$ cat config.mk
export PLATFORM = sky130hd
export DESIGN_NAME = vec_hazard_scoreboard
export DESIGN_NICKNAME = d
export VERILOG_FILES = /design/src/rtl/vec_hazard_scoreboard.sv
export SDC_FILE = /design/constraint.sdc
export NUM_CORES = 1
export LEC_CHECK = 0
export CAP_MARGIN = 20
export CORE_MARGIN = 2
export CORE_UTILIZATION = 25
export DETAILED_ROUTE_END_ITERATION = 6
export PLACE_DENSITY_LB_ADDON = 0.12
export REMOVE_ABC_BUFFERS = 1
export SKIP_CTS_REPAIR_TIMING = 1
export SYNTH_ARGS = -nofsm -noshare
export SYNTH_HDL_FRONTEND = slang
export SYNTH_SLANG_ARGS = --single-unit
$ cat constraint.sdc
create_clock -name clk_i -period 3.2 [get_ports clk_i]
set_clock_uncertainty 0.1 [all_clocks]
set_input_delay 0.48 -clock clk_i [delete_from_list [all_inputs] [get_ports clk_i]]
set_output_delay 0.48 -clock clk_i [all_outputs]
set_load 0.02 [all_outputs]
$ cat src/rtl/vec_hazard_scoreboard.sv
`default_nettype none
// ============================================================================
// Module   : vec_hazard_scoreboard
// Purpose  : Issue-side hazard scoreboard for the vector coprocessor. Tracks
//            pending VRF writes (one bit per register) and pending VRF reads
//            (a small counter per register). Blocks dispatch on RAW, WAW and
//            WAR hazards, on read-counter saturation and when the number of
//            in-flight instructions has reached MAX_OUTSTANDING.
//
// Ports    : clk_i, rst_ni          clock, synchronous active-low reset
//            chk_*_i                candidate instruction fields
//            chk_ok_o               candidate may dispatch (combinational)
//            disp_valid_i           candidate dispatched this cycle
//            cmpl_valid_i, cmpl_*_i completing instruction and its fields
//            flush_i                drop all tracking state (err kept)
//            wbusy_o                per-register write-pending bits
//            outstanding_o          in-flight instruction count
//            err_o                  sticky protocol error (reset clears)
//
// Options  : VEC_SB_BYPASS_EN - when defined, chk_ok_o evaluates the state as
//            if this cycle's completion had already been applied.
//
// Revision : 1.0 - initial release
// ============================================================================
module vec_hazard_scoreboard #(
    parameter int NUM_VREGS       = 16,
    parameter int RCNT_W          = 2,
    parameter int MAX_OUTSTANDING = 4
) (
    input  logic                                 clk_i,
    input  logic                                 rst_ni,
    input  logic [$clog2(NUM_VREGS)-1:0]         chk_vs1_i,
    input  logic                                 chk_re1_i,
    input  logic [$clog2(NUM_VREGS)-1:0]         chk_vs2_i,
    input  logic                                 chk_re2_i,
    input  logic [$clog2(NUM_VREGS)-1:0]         chk_vd_i,
    input  logic                                 chk_we_i,
    output logic                                 chk_ok_o,
    input  logic                                 disp_valid_i,
    input  logic                                 cmpl_valid_i,
    input  logic [$clog2(NUM_VREGS)-1:0]         cmpl_vs1_i,
    input  logic [$clog2(NUM_VREGS)-1:0]         cmpl_vs2_i,
    input  logic [$clog2(NUM_VREGS)-1:0]         cmpl_vd_i,
    input  logic                                 cmpl_re1_i,
    input  logic                                 cmpl_re2_i,
    input  logic                                 cmpl_we_i,
    input  logic                                 flush_i,
    output logic [NUM_VREGS-1:0]                 wbusy_o,
    output logic [$clog2(MAX_OUTSTANDING+1)-1:0] outstanding_o,
    output logic                                 err_o
);

    localparam int                 c_VREG_W   = $clog2(NUM_VREGS);
    localparam int                 c_OUT_W    = $clog2(MAX_OUTSTANDING + 1);
    localparam logic [RCNT_W-1:0]  c_RCNT_MAX = {RCNT_W{1'b1}};
    localparam logic [RCNT_W-1:0]  c_RCNT_ONE = RCNT_W'(1);
    localparam logic [c_OUT_W-1:0] c_OUT_MAX  = c_OUT_W'(MAX_OUTSTANDING);

    // ------------------------------------------------------------------------
    // State
    // ------------------------------------------------------------------------
    logic [NUM_VREGS-1:0] r_wpend;
    logic [RCNT_W-1:0]    r_rcnt [NUM_VREGS];
    logic [c_OUT_W-1:0]   r_outstanding;
    logic                 r_err;

    // One-hot register select, zero when the field is not enabled. OR-ing two
    // of these gives the read set, so vs1==vs2 collapses to a single bit.
    function automatic logic [NUM_VREGS-1:0] f_sel(
        input logic [c_VREG_W-1:0] idx,
        input logic                en
    );
        logic [NUM_VREGS-1:0] v;
        v = '0;
        if (en) v[idx] = 1'b1;
        return v;
    endfunction

    // ------------------------------------------------------------------------
    // Register sets of the candidate and of the completing instruction
    // ------------------------------------------------------------------------
    logic [NUM_VREGS-1:0] w_disp_rd;
    logic [NUM_VREGS-1:0] w_disp_wr;
    logic [NUM_VREGS-1:0] w_cmpl_rd;
    logic [NUM_VREGS-1:0] w_cmpl_wr;

    assign w_disp_rd = f_sel(chk_vs1_i, chk_re1_i) | f_sel(chk_vs2_i, chk_re2_i);
    assign w_disp_wr = f_sel(chk_vd_i, chk_we_i);
    assign w_cmpl_rd = f_sel(cmpl_vs1_i, cmpl_valid_i & cmpl_re1_i)
                     | f_sel(cmpl_vs2_i, cmpl_valid_i & cmpl_re2_i);
    assign w_cmpl_wr = f_sel(cmpl_vd_i, cmpl_valid_i & cmpl_we_i);

    // Per-register counter status flags
    logic [NUM_VREGS-1:0] w_rcnt_nz;
    logic [NUM_VREGS-1:0] w_rcnt_one;
    logic [NUM_VREGS-1:0] w_rcnt_sat;

    for (genvar gi = 0; gi < NUM_VREGS; gi++) begin : g_vreg
        assign w_rcnt_nz[gi]  = (r_rcnt[gi] != '0);
        assign w_rcnt_one[gi] = (r_rcnt[gi] == c_RCNT_ONE);
        assign w_rcnt_sat[gi] = (r_rcnt[gi] == c_RCNT_MAX);
    end

    // ------------------------------------------------------------------------
    // Completion: only fields that are actually pending are released; any
    // field that is not pending is an underflow and stays as it is.
    // ------------------------------------------------------------------------
    logic [NUM_VREGS-1:0] w_wr_clr;
    logic [NUM_VREGS-1:0] w_cmpl_dec;
    logic                 w_out_dec;
    logic                 w_cmpl_uflow;

    assign w_wr_clr     = w_cmpl_wr & r_wpend;
    assign w_cmpl_dec   = w_cmpl_rd & w_rcnt_nz;
    assign w_out_dec    = cmpl_valid_i && (r_outstanding != '0);
    assign w_cmpl_uflow = (|(w_cmpl_wr & ~r_wpend))
                        | (|(w_cmpl_rd & ~w_rcnt_nz))
                        | (cmpl_valid_i && (r_outstanding == '0));

    // ------------------------------------------------------------------------
    // State as seen by the hazard check
    // ------------------------------------------------------------------------
    logic [NUM_VREGS-1:0] w_view_wpend;
    logic [NUM_VREGS-1:0] w_view_rnz;
    logic [NUM_VREGS-1:0] w_view_rsat;
    logic [c_OUT_W-1:0]   w_view_out;

`ifdef VEC_SB_BYPASS_EN
    // Look through this cycle's completion: a counter at one that is being
    // released reads as zero, a saturated counter being released has room.
    assign w_view_wpend = r_wpend & ~w_wr_clr;
    assign w_view_rnz   = w_rcnt_nz & ~(w_cmpl_dec & w_rcnt_one);
    assign w_view_rsat  = w_rcnt_sat & ~w_cmpl_dec;
    assign w_view_out   = r_outstanding - c_OUT_W'(w_out_dec);
`else
    assign w_view_wpend = r_wpend;
    assign w_view_rnz   = w_rcnt_nz;
    assign w_view_rsat  = w_rcnt_sat;
    assign w_view_out   = r_outstanding;
`endif

    logic w_no_raw;
    logic w_no_waw;
    logic w_no_war;
    logic w_no_sat;
    logic w_has_room;

    assign w_no_raw   = ~|(w_disp_rd & w_view_wpend);
    assign w_no_waw   = ~|(w_disp_wr & w_view_wpend);
    assign w_no_war   = ~|(w_disp_wr & w_view_rnz);
    assign w_no_sat   = ~|(w_disp_rd & w_view_rsat);
    assign w_has_room = (w_view_out < c_OUT_MAX);

    assign chk_ok_o = w_no_raw & w_no_waw & w_no_war & w_no_sat & w_has_room;

    // ------------------------------------------------------------------------
    // Dispatch
    // ------------------------------------------------------------------------
    logic                 w_disp_fire;
    logic                 w_disp_bad;
    logic [NUM_VREGS-1:0] w_wr_set;
    logic [NUM_VREGS-1:0] w_rcnt_inc;

    assign w_disp_fire = disp_valid_i & chk_ok_o;
    assign w_disp_bad  = disp_valid_i & ~chk_ok_o;
    assign w_wr_set    = w_disp_fire ? w_disp_wr : '0;
    assign w_rcnt_inc  = w_disp_fire ? w_disp_rd : '0;

    // ------------------------------------------------------------------------
    // State update. Set wins over clear on wpend so a same-cycle complete and
    // re-dispatch to one vd leaves it pending. Increment and decrement of one
    // counter cancel. Neither can overflow: dispatch is gated on saturation
    // and capacity, and decrements are gated on non-zero.
    // ------------------------------------------------------------------------
    always_ff @(posedge clk_i) begin
        if (!rst_ni) begin
            r_wpend       <= '0;
            r_outstanding <= '0;
            r_err         <= 1'b0;
            for (int i = 0; i < NUM_VREGS; i++) begin
                r_rcnt[i] <= '0;
            end
        end else if (flush_i) begin
            r_wpend       <= '0;
            r_outstanding <= '0;
            for (int i = 0; i < NUM_VREGS; i++) begin
                r_rcnt[i] <= '0;
            end
        end else begin
            r_wpend       <= (r_wpend & ~w_wr_clr) | w_wr_set;
            r_outstanding <= r_outstanding + c_OUT_W'(w_disp_fire)
                                           - c_OUT_W'(w_out_dec);
            r_err         <= r_err | w_disp_bad | w_cmpl_uflow;
            for (int i = 0; i < NUM_VREGS; i++) begin
                r_rcnt[i] <= r_rcnt[i] + RCNT_W'(w_rcnt_inc[i])
                                       - RCNT_W'(w_cmpl_dec[i]);
            end
        end
    end

    assign wbusy_o       = r_wpend;
    assign outstanding_o = r_outstanding;
    assign err_o         = r_err;

endmodule
`default_nettype wire

## Yosys cells after proc, flatten, opt, wreduce, memory -nomap -nowiden

Memories as Yosys holds them, arrays and structs flattened.
Index checks and enable logic that the tools add are counted.

- Reductions and logical operators: 37
- Equal/unequal tests: 16
- Mux-type cells: 59
- Bitwise logic cells: 62
- $lt $le $gt $ge: 13
- Add/sub/neg operators: 34

Operator list:

| cell | number |
|---|---|
| 16-bit AND | 9 |
| 16-bit 2-to-1 mux | 8 |
| 16-bit OR reduction | 6 |
| 2-bit 2-to-1 mux | 32 |
| 16-bit NOT | 3 |
| 16-bit bitwise OR | 3 |
| 1-bit bitwise OR | 36 |
| 2-bit by 1-bit adder with 2-bit output | 16 |
| 2-bit == test (second input constant) | 16 |
| 2-bit nonzero test | 16 |
| 2-bit by 1-bit subtractor with 2-bit output | 16 |
| 4-bit by 5-bit less-than comparator with 1-bit output (second input constant) | 6 |
| 1-bit demux with 4-bit select | 6 |
| 4-bit by 1-bit greater-or-equal comparator with 1-bit output (second input constant) | 6 |
| 1-bit 2-to-1 mux | 13 |
| 1-bit AND | 9 |
| 1-bit logical AND | 8 |
| 1-bit zero test | 4 |
| 3-bit by 1-bit adder with 3-bit output | 1 |
| 3-bit zero test | 1 |
| 3-bit less-than comparator (second input constant) | 1 |
| 3-bit nonzero test | 1 |
| 3-bit by 1-bit subtractor with 3-bit output | 1 |
| 1-bit NOT | 2 |
| 2-bit OR reduction | 1 |

- Flip-flop bits (word level): 20
- Bits in writable memories: 32
- Logic and storage cells: 225
- Memories kept: 1
- Input bits: 35
- Output and inout port bits: 21

Memories:

| memory | depth | width | rd ports | clocked after memory_dff | write ports | RTL line | text |
|---|---|---|---|---|---|---|---|
| r_rcnt | 16 | 2 | 16 | 0 | 16 | 63 | `logic [RCNT_W-1:0] r_rcnt [NUM_VREGS];` |

## Longest topological paths before layout

Gate-level depths: netlist (run 1).

- Depth in word-level cells: 18
- Mapped depth: 15
- Gate-level depth less buffers: 13

## Worst setup path before layout (run 1)

OpenSTA, ideal clock, no wires.

- Path kind: input -> register
- Start: input port chk_vs1_i[3]
- End: register r_outstanding[2], in the netlist outstanding_o[2]
- Setup time: 128 ps
- Setup slack: -125 ps
- Stages: 15
- Buffers on the path: 2
- Data arrival time: 3097 ps
- Data required time: 2972 ps
- Cell sequence: buf_2 -> nor2b_4 -> and3_4 -> a2111oi_4 -> and4_1 -> nand4_4 -> clkbuf_1 -> ha_1 -> inv_1 -> ha_1 -> inv_1 -> fa_1 -> xor2_1 -> xnor2_1 -> nor2_1

- Cells in the longest elaborated chain, start to end: 16
- Elaborated cells on any way between the ends: 20
- Those cells by class: add/sub: 2; order compare: 2; mux: 3; bitwise: 8; reduce/logical: 5

Ends and longest elaborated chain:

| element | RTL line | text |
|---|---|---|
| from (decl) | 32 | `input logic [$clog2(NUM_VREGS)-1:0] chk_vs1_i,` |
| 4-bit by 5-bit less-than comparator with 1-bit output (not written as such) / 4-bit by 1-bit greater-or-equal comparator with 1-bit output (equally long branches) | 75 | `if (en) v[idx] = 1'b1;` |
| 1-bit logical AND (not written as such) | 75 |  |
| 1-bit 2-to-1 mux (not written as such) | 75 |  |
| 1-bit demux with 4-bit select (*) | 75 |  |
| 16-bit 2-to-1 mux (*) | 75 |  |
| 16-bit bitwise OR (*) | 87 | `assign w_disp_rd = f_sel(chk_vs1_i, chk_re1_i) \| f_sel(chk_vs2_i, chk_re2_i);` |
| 16-bit AND | 148 | `assign w_no_raw = ~\|(w_disp_rd & w_view_wpend);` |
| 16-bit OR reduction | 148 |  |
| 1-bit zero test | 148 |  |
| 1-bit AND (2 in series) | 154 | `assign chk_ok_o = w_no_raw & w_no_waw & w_no_war & w_no_sat & w_has_room;` |
| 1-bit AND (*) (2 in series) | 154 |  |
| 1-bit AND (*) | 164 | `assign w_disp_fire = disp_valid_i & chk_ok_o;` |
| 3-bit by 1-bit adder with 3-bit output (*) | 191 | `r_outstanding <= r_outstanding + c_OUT_W'(w_disp_fire)` |
| 3-bit by 1-bit subtractor with 3-bit output (*) | 192 | `- c_OUT_W'(w_out_dec);` |
| to (signal assigned) | 191 |  |
| to (decl) | 64 | `logic [c_OUT_W-1:0] r_outstanding;` |

Mark *: on every way between the ends. The rest lies on a longest branch, timed or not.
A chain may end at the register's enable or synchronous reset.

==> results of run 1 <==
-- kinds of logic (layout without fill, tap and decap cells) --
| kind of cell | count (synthesis) | count (layout) | share of synthesized area, % |
|---|---|---|---|
| flops | 52 | 52 | 28.8 |
| buf+inv | 69 | 223 | 6.07 |
| other cells | 1 | 30 | 0.0805 |
| simple gates | 214 | 214 | 26.9 |
| fa+ha+maj | 35 | 35 | 9.56 |
| compound gates | 135 | 135 | 21.3 |
| xor+xnor | 34 | 34 | 6.39 |
| mux | 3 | 3 | 0.967 |
-- Yosys cell counts, drive strengths merged, types with 3 or more instances --
cell	number
nor2	73
inv	40
ha	34
edfxtp	30
a22oi	27
dfxtp	22
o21ai	20
o22ai	20
a21oi	19
clkbuf	19
nor2b	19
and2	17
xnor2	17
xor2	17
nand2	16
nor3	14
nand3	12
buf	10
nand3b	8
a32oi	7
nand4	7
a2111oi	5
a22o	5
and4	5
nand2b	5
nor4	5
o32ai	5
or3	5
a221oi	4
and3	4
and3b	4
and4b	4
nand4b	4
o311ai	4
a21o	3
nor3b	3
nor4b	3
-- critical path: cells and delay by family (launching register included) --
kind	cells	cell delay, ps
buffers and inverters	2	100
adders and majority gates	3	710
xor gates and xnor gates	2	320
and+or+nand+nor	4	910
DFF	1	350
AOI/OAI and AO/OA	2	490
-- final cells by class --
class | instances | share of cell area, %
Clock inverter | 2 | 0.576
Sequential cell | 52 | 19.9
Tap cell | 229 | 4.25
Clock buffer | 6 | 2.06
Inverter | 40 | 2.23
Timing Repair Buffer | 175 | 22.5
Multi-Input combinational cell | 451 | 48.5
-- path summary, 6_finish.rpt --
check / depth (start not counted) / from / slack (ps) / to
setup / recovery: 13 / r_rcnt[0][1] / 100 / outstanding_o[2]
hold / removal: 2 / wbusy_o[0] / 450 / wbusy_o[0]
setup reg to reg: 13 / r_rcnt[0][1] / 100 / outstanding_o[2]
hold reg to reg: 2 / wbusy_o[0] / 450 / wbusy_o[0]
-- stage by stage --
step,hold WS (ps),instance area [um2]
floorplan,429,4640
detailed placement,450,6350
global route,484,6740
finish,455,6740
CTS,465,6530
global placement,441,6350
-- layout by cell type, fill, tap and decap left out, drive strengths merged, types with 4 or more instances in the layout --
cell type	instances
a2111oi	5
a21oi	19
a221oi	4
a22o	5
a22oi	27
a32oi	7
and2	17
and3	4
and3b	4
and4	5
and4b	4
buf	119
clkbuf	10
clkdlybuf4s50	39
conb	30
dfxtp	22
dlymetal6s2s	13
edfxtp	30
ha	34
inv	40
nand2	16
nand2b	5
nand3	12
nand3b	8
nand4	7
nand4b	4
nor2	73
nor2b	19
nor3	14
nor4	5
o21ai	20
o22ai	20
o311ai	4
o32ai	5
or3	5
xnor2	17
xor2	17
-- sequential cells by signal, indices dropped and copies added (netlist names) --
register,count
r_rcnt,32
wbusy_o,16
outstanding_o,3
err_o,1
-- power groups by stage --
stage	Combinational, mW	Clock (mW)	Sequential [mW]
after detailed placement	0.502	0	0.780
after global placement	0.500	0	0.780
final	0.531	0.683	0.765
after CTS	0.505	0.699	0.765
after global routing	0.582	0.720	0.768
after floorplan	0.210	0	0.782
-- per-layer routing --
metal / vias to the layer above / global-route usage (%) / part of all wire (%)
met5: - / 1.25 / 0.18
li1: 2346 / - / -
met3: 34 / 2.97 / 4.4
met1: 2315 / 26.0 / 47
met4: 2 / 6.11 / 2.6
met2: 166 / 29.5 / 46
==> impl_metrics.ini, run 1 <==
[status]
outcome = finished, final reports clean

[yosys]
ys_seq_area_share_pct = 28.8
yosys_warnings = 0
synth_async_sr_flop_share_pct = 0
synth_flop_cell = edfxtp_1
synthTopCellsByArea = edfxtp_1 (19%), dfxtp_1 (9.5%), ha_1 (9.1%)
yosys.cell_types.count = 71
ys_seq_elements = 52
yosys.area.top_type_share_pct = 19.3
syn_area_per_cell_um2 = 8.58
synth_edf_count = 30
yosysTopAreaCell = edfxtp_1
syn-cell-area_um2 = 4660
synthCells = 543

[global_routing]
grtUsageTotal_pct = 18.7
grt_pass1_vias = 4778
grt.overflow.total = 0
grt_start_max_net_pins = 27
antenna_found_initial = 0
grt_pass1_wl_mm = 28.0

[finish]
antennaDiodeCount = 0
finalNonFillerCells = 955
final_util_pct = 37.1
register_area_um2 = 1340
drive_gt1_share_pct = 24.2
final_nets = 795
area_growth_syn_to_layout_pct = 44.6
multi_input_area_um2 = 3270
fill_cells = 1873

[route]
ant_nets = 0
via_per_inst = 5.09
routed_wl_mm = 18.5
drcViolationCount = 0
first_pass_iters = 5
via_count = 4863
wl_per_cell_um = 19.4
drtIter0Drc = 385

[floorplan]
coreArea_um2 = 18100
dieHeight_um = 141
dieArea_um2 = 19700
placementRows = 49
initial_utilization_pct = 25.7
die_width_um = 141
ioPinCount = 56

[timing]
maxSlewViolCount = 0
fmax_mhz = 323
fin_crit_sh_pct = 96.8
setup_violations = 0
tns_ps = 0
timing_worst_slew_pin_value_ps = 561
fin_crit_ps = 3100
worst_slack_ps = 102
slew_headroom_pct = 61.6
hold_viol_final = 0

[placed_design]
hpwlAfterDp_mm = 15.0
dp_slack_ps = -830
place.gp.congestion = 0.891
placed_cells = 941
io_buffers = 55

[critical_path]
slowest_stage = nor3_1
worstSetupStartpointType = register
critical_path_class = reg2reg
cpMostUsedCell = inv_1
end_kind = register
cp_cell_sequence = nor3_1 > o221ai_1 > a22oi_1 > and4_4 > nand4_4 > ha_4 > inv_1 > ha_1 > inv_1 > fa_2 > xor2_2 > xnor2_1 > nor2_1
crit_path_max_incr_delay_ps = 470
crit_required_ps = 3300
cp.arrival_ps = 3200
crit_fanout = 4

[power]
power_frac_seq_pct = 38.7
vdd_drop_max_uv = 193
p_total_mw = 1.98
clkPwrFrac_pct = 34.5
power_frac_comb_pct = 26.8
p_int_mw = 1.38
switchingPower_mw = 0.601
swShare_pct = 30.3
power_density_nw_per_um2 = 294
p_leak_nw = 2.98

[worst_hold_path]
hp-class = reg2reg

[clock_network]
clkSinkCount = 52
numCtsBuffers = 5
cts-root-buf = clkbuf_16
clk_latency_ps = 310
cts_tree = done
htree_levels = 2
clock_path_buffers = 2
path_clk_slew_ps = 80

[run]
drv_cap = 0
Power figures use the tool's default switching activity.
==> run 2, diff against run 1 <==
--- a/config.mk
+++ b/config.mk
@@ -9,6 +9,7 @@
 export CORE_MARGIN = 2
 export CORE_UTILIZATION = 25
 export DETAILED_ROUTE_END_ITERATION = 6
+export MAX_ROUTING_LAYER = met4
 export PLACE_DENSITY_LB_ADDON = 0.12
 export REMOVE_ABC_BUFFERS = 1
 export SKIP_CTS_REPAIR_TIMING = 1
==> impl_metrics.ini, run 2 (synthesis results as in run 1) <==
[clock_network]
numCtsBuffers = 5
clk_latency_ps = 310
cts-root-buf = clkbuf_16
clock_path_buffers = 2
path_clk_slew_ps = 80
cts_tree = done
clkSinkCount = 52
htree_levels = 2

[route]
routed_wl_mm = 18.9
drcViolationCount = 0
via_count = 4928
drtIter0Drc = 281
ant_nets = 0
first_pass_iters = 5
via_per_inst = 5.15
wl_per_cell_um = 19.8

[floorplan]
coreArea_um2 = 18100
initial_utilization_pct = 25.7
dieHeight_um = 141
placementRows = 49
ioPinCount = 56
die_width_um = 141
dieArea_um2 = 19700

[critical_path]
critical_path_class = reg2reg
worstSetupStartpointType = register
regToRegStartpoint = r_rcnt[7][3]
crit_fanout = 4
regToRegSetupSlack_ps = 130
ff2ff_path_depth = 14
end_kind = register
endpoint = outstanding_o[2]
timing.rr.end = outstanding_o[2]
critPathLaunch = r_rcnt[7][3]
cp.arrival_ps = 3170
crit_required_ps = 3300

[power]
power_density_nw_per_um2 = 292
vdd_drop_max_uv = 213
p_leak_nw = 2.98
p_total_mw = 1.99

[timing]
worst_slack_ps = 126
fmax_mhz = 325
setup_violations = 0
timing_worst_slew_pin_value_ps = 550
slew_headroom_pct = 63.2
tns_ps = 0
rsz0062_at_grt = no
hold_viol_final = 0
maxSlewViolCount = 0
fin_crit_ps = 3070
fin_crit_sh_pct = 96.1

[global_routing]
grt.overflow.total = 0
grt_pass1_vias = 4803
grt_start_max_net_pins = 27
grtUsageTotal_pct = 19.4
grt_pass1_wl_mm = 28.3
antenna_found_initial = 0

[run]
drv_cap = 0

[finish]
area_growth_syn_to_layout_pct = 45.8
drive_gt1_share_pct = 26.0
final_cell_mix = buf_4 (118), nor2_1 (71), clkdlybuf4s50_1 (39)
final_util_pct = 37.4
largest_reg_flops = 32
final_nets = 796
max_flop_register = r_rcnt
final_common_cell = buf_4
antennaDiodeCount = 0

[status]
outcome = finished, final reports clean

[placed_design]
io_buffers = 55
hpwlAfterDp_mm = 15.1
place.gp.congestion = 0.902
dp_slack_ps = -920

[worst_hold_path]
hold_depth = 2
hp-class = reg2reg
[run 2: cell types whose count changed in the layout (fill, tap and decap cells not counted), sizes merged]
cell  delta
buf      +1
[run 2: worst max-delay path, cell delays in order, from the launching register on]
cell	delay, ps
edfxtp_1	490
buf_4	180
nand2_1	120
nor3_1	90
nor4_1	350
and4_1	310
nand4_4	130
ha_4	240
inv_2	60
ha_4	120
inv_2	40
fa_2	360
xor2_2	160
xnor2_1	150
nor2_1	60
[run 2: final cells by class]
cell class                      instances  area [um2]
Multi-Input combinational cell        451        3320
Timing Repair Buffer                  176        1520
Fill cell                            1870       11400
Tap cell                              229         287
Clock buffer                            6         139
Clock inverter                          2        38.8
Inverter                               40         150
Sequential cell                        52        1340
[run 2: worst min path at each step]
stage,from,end,slack [ps]
floorplan,r_rcnt[0][1],r_rcnt[0][1],430
global placement,wbusy_o[0],wbusy_o[0],440
detailed placement,wbusy_o[0],wbusy_o[0],440
CTS,wbusy_o[0],wbusy_o[0],450
global route,wbusy_o[0],wbusy_o[0],490
finish,wbusy_o[0],wbusy_o[0],460
[run 2: layer usage]
layer / vias to the layer above / routed length (um) / global-route usage [%] / part of all wire (%)
li1: 2350 / - / - / -
met1: 2379 / 8670 / 26.0 / 46
met2: 171 / 8810 / 30.6 / 47
met3: 28 / 941 / 2.53 / 5.0
met4: 0 / 467 / 5.89 / 2.5
met5: - / 0 / - / 0
[run 2: report_power, final]
part / leakage [nW] / total [mW] / internal [mW] / switching (mW)
clock: 0.0871 / 0.680 / 0.393 / 0.287
sequential: 0.486 / 0.767 / 0.737 / 0.0304
combinational: 2.41 / 0.538 / 0.249 / 0.289
total: 2.98 / 1.99 / 1.38 / 0.606
[run 2: metrics by stage]
| stage | std cells | hold slack, ps | area (um2) |
|---|---|---|---|
| final | 956 | 456 | 6790 |
| after global routing | 956 | 488 | 6790 |
| after CTS | 949 | 453 | 6530 |
| after detailed placement | 941 | 439 | 6350 |
| after global placement | 941 | 437 | 6350 |
| after floorplan | 543 | 429 | 4640 |
